## src/rtl/sine_table_loader.sv

```systemverilog
// Write-side feeder for the NCO's two sine RAM banks.
// Accepts a valid/ready sample stream and converts it into port-0 write
// strobes for bank 0 (phases 0..2**ADDR_W-1) and bank 1 (the upper half).
// In half-wave mode only the first half-period is streamed and bank 1 is
// filled in the same cycle with the saturated negation, since
// sin(x + pi) = -sin(x).
//
// Handshake: a beat transfers on a rising clk edge when s_valid and s_ready
// are both high. s_ready is decoded from the state register only (high in
// LOAD), never from s_valid. The RAM write for a beat accepted at edge E is
// on the bus during [E, E+1) and is captured by the RAM at E+1.
module sine_table_loader #(
    parameter int ADDR_W = 8,
    parameter int DATA_W = 16
) (
    input  logic              clk,
    input  logic              rst,
    input  logic              start,
    input  logic              mode,
    input  logic              abort,
    input  logic              s_valid,
    input  logic [DATA_W-1:0] s_data,
    output logic              s_ready,
    output logic              csb00,
    output logic [ADDR_W-1:0] addr00,
    output logic [DATA_W-1:0] din00,
    output logic              csb01,
    output logic [ADDR_W-1:0] addr01,
    output logic [DATA_W-1:0] din01,
    output logic              busy,
    output logic              done
);

    localparam int CNT_W = ADDR_W + 1;

    // Last beat index: full table, or one bank's worth in half-wave mode.
    localparam logic [CNT_W-1:0]  LAST_FULL = {CNT_W{1'b1}};
    localparam logic [CNT_W-1:0]  LAST_HALF = {1'b0, {ADDR_W{1'b1}}};
    localparam logic [DATA_W-1:0] D_MIN     = {1'b1, {(DATA_W-1){1'b0}}};
    localparam logic [DATA_W-1:0] D_MAX     = {1'b0, {(DATA_W-1){1'b1}}};
    localparam logic [DATA_W-1:0] D_ONE     = {{(DATA_W-1){1'b0}}, 1'b1};

    typedef enum logic [1:0] {
        IDLE  = 2'd0,
        LOAD  = 2'd1,
        FLUSH = 2'd2
    } state_t;

    state_t             state_q, state_d;
    logic [CNT_W-1:0]   cnt_q, cnt_d;
    logic               mode_q, mode_d;
    logic               csb00_d, csb01_d, done_d;
    logic [ADDR_W-1:0]  addr_d;
    logic [DATA_W-1:0]  din00_d, din01_d;
    logic [DATA_W-1:0]  neg_data;
    logic               last_beat;

    // Negation that maps the most-negative sample to the most-positive one
    // instead of letting it wrap back onto itself.
    assign neg_data  = (s_data == D_MIN) ? D_MAX : ((~s_data) + D_ONE);
    assign last_beat = mode_q ? (cnt_q == LAST_HALF) : (cnt_q == LAST_FULL);

    assign s_ready = (state_q == LOAD);
    assign busy    = (state_q != IDLE);

    // Next-state and next-output decode; strobes default to inactive so a
    // cycle without a handshake never writes.
    always_comb begin
        state_d = state_q;
        cnt_d   = cnt_q;
        mode_d  = mode_q;
        csb00_d = 1'b1;
        csb01_d = 1'b1;
        done_d  = 1'b0;
        addr_d  = addr00;
        din00_d = din00;
        din01_d = din01;
        case (state_q)
            IDLE: begin
                if (start && !abort) begin
                    state_d = LOAD;
                    cnt_d   = '0;
                    mode_d  = mode;
                end
            end
            LOAD: begin
                if (abort) begin
                    state_d = IDLE;
                    cnt_d   = '0;
                end else if (s_valid) begin
                    addr_d  = cnt_q[ADDR_W-1:0];
                    din00_d = s_data;
                    din01_d = mode_q ? neg_data : s_data;
                    csb00_d = mode_q ? 1'b0 : cnt_q[ADDR_W];
                    csb01_d = mode_q ? 1'b0 : ~cnt_q[ADDR_W];
                    if (last_beat) begin
                        state_d = FLUSH;
                    end else begin
                        cnt_d = cnt_q + 1'b1;
                    end
                end
            end
            FLUSH: begin
                state_d = IDLE;
                cnt_d   = '0;
                done_d  = !abort;
            end
            default: begin
                state_d = IDLE;
                cnt_d   = '0;
            end
        endcase
    end

    // State and registered RAM-side outputs; async reset clears strobes at once.
    always_ff @(posedge clk or posedge rst) begin
        if (rst) begin
            state_q <= IDLE;
            cnt_q   <= '0;
            mode_q  <= 1'b0;
            csb00   <= 1'b1;
            csb01   <= 1'b1;
            addr00  <= '0;
            addr01  <= '0;
            din00   <= '0;
            din01   <= '0;
            done    <= 1'b0;
        end else begin
            state_q <= state_d;
            cnt_q   <= cnt_d;
            mode_q  <= mode_d;
            csb00   <= csb00_d;
            csb01   <= csb01_d;
            addr00  <= addr_d;
            addr01  <= addr_d;
            din00   <= din00_d;
            din01   <= din01_d;
            done    <= done_d;
        end
    end

endmodule
```

## config.mk

```make
export PLATFORM = sky130hd
export DESIGN_NAME = sine_table_loader
export DESIGN_NICKNAME = d
export VERILOG_FILES = /design/src/rtl/sine_table_loader.sv
export SDC_FILE = /design/constraint.sdc
export NUM_CORES = 1
export LEC_CHECK = 0
export CORE_MARGIN = 3
export CORE_UTILIZATION = 49
export CTS_BUF_LIST = sky130_fd_sc_hd__clkbuf_4
export DETAILED_ROUTE_END_ITERATION = 7
export GPL_TIMING_DRIVEN = 0
export HOLD_SLACK_MARGIN = 0.03
export PLACE_DENSITY = 0.82
export SLEW_MARGIN = 20
export SYNTH_ARGS = -nofsm -noshare
export SYNTH_HDL_FRONTEND = slang
export SYNTH_SLANG_ARGS = --single-unit
```

## constraint.sdc

```tcl
create_clock -name clk -period 2.3 [get_ports clk]
set_input_delay 0.345 -clock clk [delete_from_list [all_inputs] [get_ports clk]]
set_output_delay 0.345 -clock clk [all_outputs]
set_load 0.02 [all_outputs]
```

Word-level counts from Yosys, hierarchy flattened

Cells that the tools add are included.

Add/sub/neg operators: 2
Eq/ne operators: 9
Muxes and demuxes: 22
Bitwise logic cells: 3
Reductions and logical operators: 8

Operators with widths:

| operator                                      | number |
|---|---|
| two-way mux 9 bit                             | 4 |
| two-way mux 16 bit                            | 2 |
| case mux 9 bit (2 select lines)               | 1 |
| adder 16 x 1 -> 16 bit, second input constant | 1 |
| == test 16 bit, second input constant         | 1 |
| NOT 16 bit                                    | 1 |
| two-way mux 1 bit                             | 10 |
| adder 9 x 1 -> 9 bit, second input constant   | 1 |
| == test 9 x 8 -> 1 bit, second input constant | 1 |
| == test 9 bit, second input constant          | 1 |
| AND reduction 3 bit                           | 3 |
| two-way mux 2 bit                             | 4 |
| != test 3 bit, second input constant          | 2 |
| case mux 2 bit (2 select lines)               | 1 |
| != test 3 x 2 -> 1 bit, second input constant | 1 |
| == test 2 x 1 -> 1 bit, second input constant | 1 |
| == test 2 bit, second input constant          | 1 |
| zero test 2 bit                               | 1 |
| != test 2 bit, second input constant          | 1 |
| NOT 1 bit                                     | 2 |
| AND reduction 2 bit                           | 1 |
| nonzero test 2 bit                            | 1 |
| logical AND 1 bit                             | 1 |
| zero test 1 bit                               | 1 |

Register bits after elaboration: 55
Bits of input ports: 22
Word-level logic and storage cells: 53

Logic depth before layout (Yosys ltp)

Word-level depth: 6
Mapped depth: 9
Gate-level depth less buffers: 7

Worst setup path after synthesis

No wires, ideal clock.

Path kind: input to register
From: input port s_data[0]
To: register din01[15]
Library setup time: 0.121 ns
Arrival time: 1.965 ns
Required time: 2.179 ns
Setup slack: 0.214 ns
Stages: 9
Path buffers: 2
Cell sequence: inv_1 > ha_1 > nor3b_2 > nand4_1 > or3_1 > clkbuf_1 > and2_1 > clkbuf_1 > a22o_1

Cells in the longest elaborated chain, start to end: 4

Ends and longest elaborated chain:

| element                | RTL line | source |
|---|---|---|
| start, declared        | 22       | `input logic [DATA_W-1:0] s_data,` |
| NOT 16 bit             | 60       | `assign neg_data = (s_data == D_MIN) ? D_MAX : ((~s_data) + D_ONE);` |
| adder 16 x 1 -> 16 bit | 60       |  |
| two-way mux 16 bit *   | 60       |  |
| two-way mux 16 bit *   | 93       | `din01_d = mode_q ? neg_data : s_data;` |
| end signal, assigned   | 137      | `din01 <= din01_d;` |
| end, declared          | 29       | `output logic [DATA_W-1:0] din01,` |

Mark *: on every way between the ends. The rest lies on a longest branch, timed or not.
A chain may end at the register's enable or synchronous reset.

Worst setup path after layout

Same ends and word-level chain as after synthesis.

==> impl_metrics.csv <==
group,metric,value,unit
placement,dpl.hpwl,4.69,mm
clock_network,cts_tree,"yes",
cells_and_area,drive_gt1_share,8.73,%
detailed_routing,ant_nets,0,
yosys,synthesis.area,2640,um^2
placement,port_buffers,74,
detailed_routing,drt-total-wl,6.61,mm
yosys,ys_types,41,
floorplan,dieArea,6300,um^2
timing,finalClockSkew,0.0113,ns
clock_network,clock-root-buffer,"clkbuf_4",
cells_and_area,area_delta_synth_final,35.7,%
cells_and_area,fillers,394,
placement,place_inst,436,
critical_path,worstSetupPathType,"input port to register",
timing,final-max-slew-violation-count,0,
yosys,yosysTopAreaCell,"dfrtp_1",
power_and_ir_drop,leakage,1.60,nW
floorplan,io_pins,75,
yosys,ys_seq_area_share,52.2,%
worst_hold_path,hold_class,"input port to asynchronous set/reset pin",
detailed_routing,drt_iter0_drc,202,
yosys,yosys-top-cells-count,"84 x nand2_1, 53 x dfrtp_1, 24 x nor2_1",
run_status,status,"complete, no violations",
detailed_routing,firstDrtPassIters,4,
clock_network,h-tree-depth,2,
yosys,async_flop_share,100,%
clock_network,cts_hold_buffers,0,
floorplan,die_h,79.4,um
timing,hold_viol_final,0,
clock_network,cts.reportedPaths.clkPinSlew,0.14,ns
grt,grt_pass1_vias,2283,
yosys,yosys_warnings,0,
critical_path,crit_arrival,2.48,ns
yosys,synth_cells,292,
clock_network,cts_buffer_depth,2,
yosys,syn-num-nets,318,
detailed_routing,vias,2374,
yosys,synth_edf_count,0,
floorplan,row_count,26,
run,maxCapViolCount,0,
timing,whs,0.401,ns
grt,grt_pass1_wl,10.9,mm
power_and_ir_drop,ir_drop,0.460,mV
cells_and_area,fin_nets,404,
clock_network,cts_inserted_buffers,5,
yosys,synth_ff_type,"dfrtp_1",
yosys,ys_ff_latch,55,
detailed_routing,drc,0,
timing,final.period_utilization,95.6,%
timing,fin_ws,0.101,ns
yosys,avgSynthCellArea,9.04,um^2
grt,grt.overflow.total,0,
timing,fmax,455,MHz
grt,grt_max_degree,56,
timing,period_needed,2.20,ns
timing,rsz0062_at_grt,"false",
floorplan,die_w,79.4,um
critical_path,worst_setup_path_start_kind,"input port",
yosys,synth_top_area_share,50.2,%
critical_path,crit_path_max_fanout,9,
detailed_routing,avgViaCountPerCell,5.30,
clock_network,clock_latency,0.38,ns
timing,relSlewSlack,35.6,%
critical_path,crit_required,2.58,ns
detailed_routing,avgRoutedWirePerCell,14.8,um
floorplan,core_area,5170,um^2
yosys,synthTopCellsByArea,"dfrtp_1 50%, nand2_1 12%, nor2_1 3.4%, o21ai_0 3.0%, xor2_1 2.7%",
cells_and_area,antenna_cells,0,
timing,setup_viol,0,
placement,post-place-ws,-0.678,ns
yosys,post-synth-top-count-cell,"nand2_1",
cells_and_area,fin_cells,448,
critical_path,cp-end-kind,"register",
floorplan,initial_core_util,51.0,%
clock_network,clock-sinks,55,
grt,globalRouteTotalUtil,21.8,%
timing,fin_tns_setup,0,ns
timing,tightest_slew,0.960,ns
placement,globalplace.congestion,0.864,
grt,grt_antenna_before_repair,0,
power_and_ir_drop,p_per_area,696,nW/um^2
where the power goes:
group | total (mW) | switching (mW) | leakage, nW | internal, mW
Clock | 0.417 | 0.290 | 0.0278 | 0.127
Sequential | 1.20 | 0.0889 | 0.690 | 1.11
Combinational | 0.876 | 0.460 | 0.880 | 0.416
final timing paths:
| check | cells after the start | startpoint | end | slack, ns |
|---|---|---|---|---|
| worst max-delay path | 8 | s_data[0] | din01[15] | 0.10 |
| min in group clk | 2 | din00[14] | din00[14] | 0.49 |
| worst max register to register | 9 | mode_q | cnt_q[5] | 0.19 |
| max in group asynchronous | 2 | rst | state_q[0] | 1.47 |
| worst min register to register | 2 | din00[14] | din00[14] | 0.49 |
| worst min-delay path | 2 | rst | addr01[3] | 0.40 |
layer usage:
metal | up-vias | track usage [%] | routed length [um]
met1 | 1125 | 29.5 | 2930
met3 | 12 | 3.95 | 361
li1 | 1146 | - | -
met4 | 0 | 5.33 | 92
met5 | - | 0 | 0
met2 | 91 | 36.4 | 3230
metrics by stage:
step                      utilization (%)  power (mW)  cell area (um^2)
final                                69.3        2.49              3580
after global routing                 69.3        2.63              3580
after CTS                            68.4        2.50              3540
after detailed placement             67.1        2.09              3470
after global placement               67.1        2.07              3470
after floorplan                         -        1.67              2640
sequential cells by signal, indices dropped and copies added, names as in the netlist:
register and flops:
csb00 1, addr01 8, din01 16, mode_q 1
state_q 2, cnt_q 9, din00 16, csb01 1
done 1
cells in the final DEF, fill, tap and decap left out, types with 3 or more instances in the layout:
cell type / count
clkdlybuf4s50_1: 74
xor2_1: 8
o21ai_0: 16
nand4_1: 3
clkbuf_1: 10
nor2_1: 24
buf_4: 15
ha_1: 4
o21a_1: 3
dfrtp_1: 53
nor4_1: 3
nor3_1: 3
inv_1: 5
clkbuf_4: 6
and3_1: 3
a31oi_1: 6
o31ai_1: 5
a21oi_1: 13
nand2_1: 84
nand3_1: 5
xnor2_1: 5
final cells by class:
class / count / area [um^2] / area share (%)
Sequential cell: 55 / 1380 / 38.5
Multi-Input combinational cell: 210 / 1140 / 31.9
Buffer: 19 / 103 / 2.86
Clock buffer: 6 / 45.0 / 1.26
Tap cell: 70 / 87.6 / 2.44
Timing Repair Buffer: 81 / 793 / 22.1
Clock inverter: 1 / 7.51 / 0.209
Inverter: 6 / 25.0 / 0.698
kinds of logic (layout without fill, tap and decap cells):
group	Yosys count	count (layout)	share of synthesized area [%]
and+or+nand+nor	137	137	22.6
AOI/OAI and AO/OA	55	55	13.7
DFF	55	55	52.2
buffers and inverters	27	113	4.98
xor gates and xnor gates	13	13	4.31
adders and majority gates	4	4	1.90
muxes	1	1	0.379
critical path, stage by stage:
cell and delay [ns]:
clkdlybuf4s50_1 0.47, inv_1 0.14, ha_1 0.19, nor3b_4 0.25, nand4_1 0.18, or3_4 0.47
and2_4 0.23, a22o_1 0.20
what timing repair did:
action	CTS	global route
gates resized for setup	3	3
gates cloned	0	0
setup endpoints to repair	9	13
buffers inserted	1	6
pin swaps	0	0
Note: power is estimated with default switching activity, not from simulation.
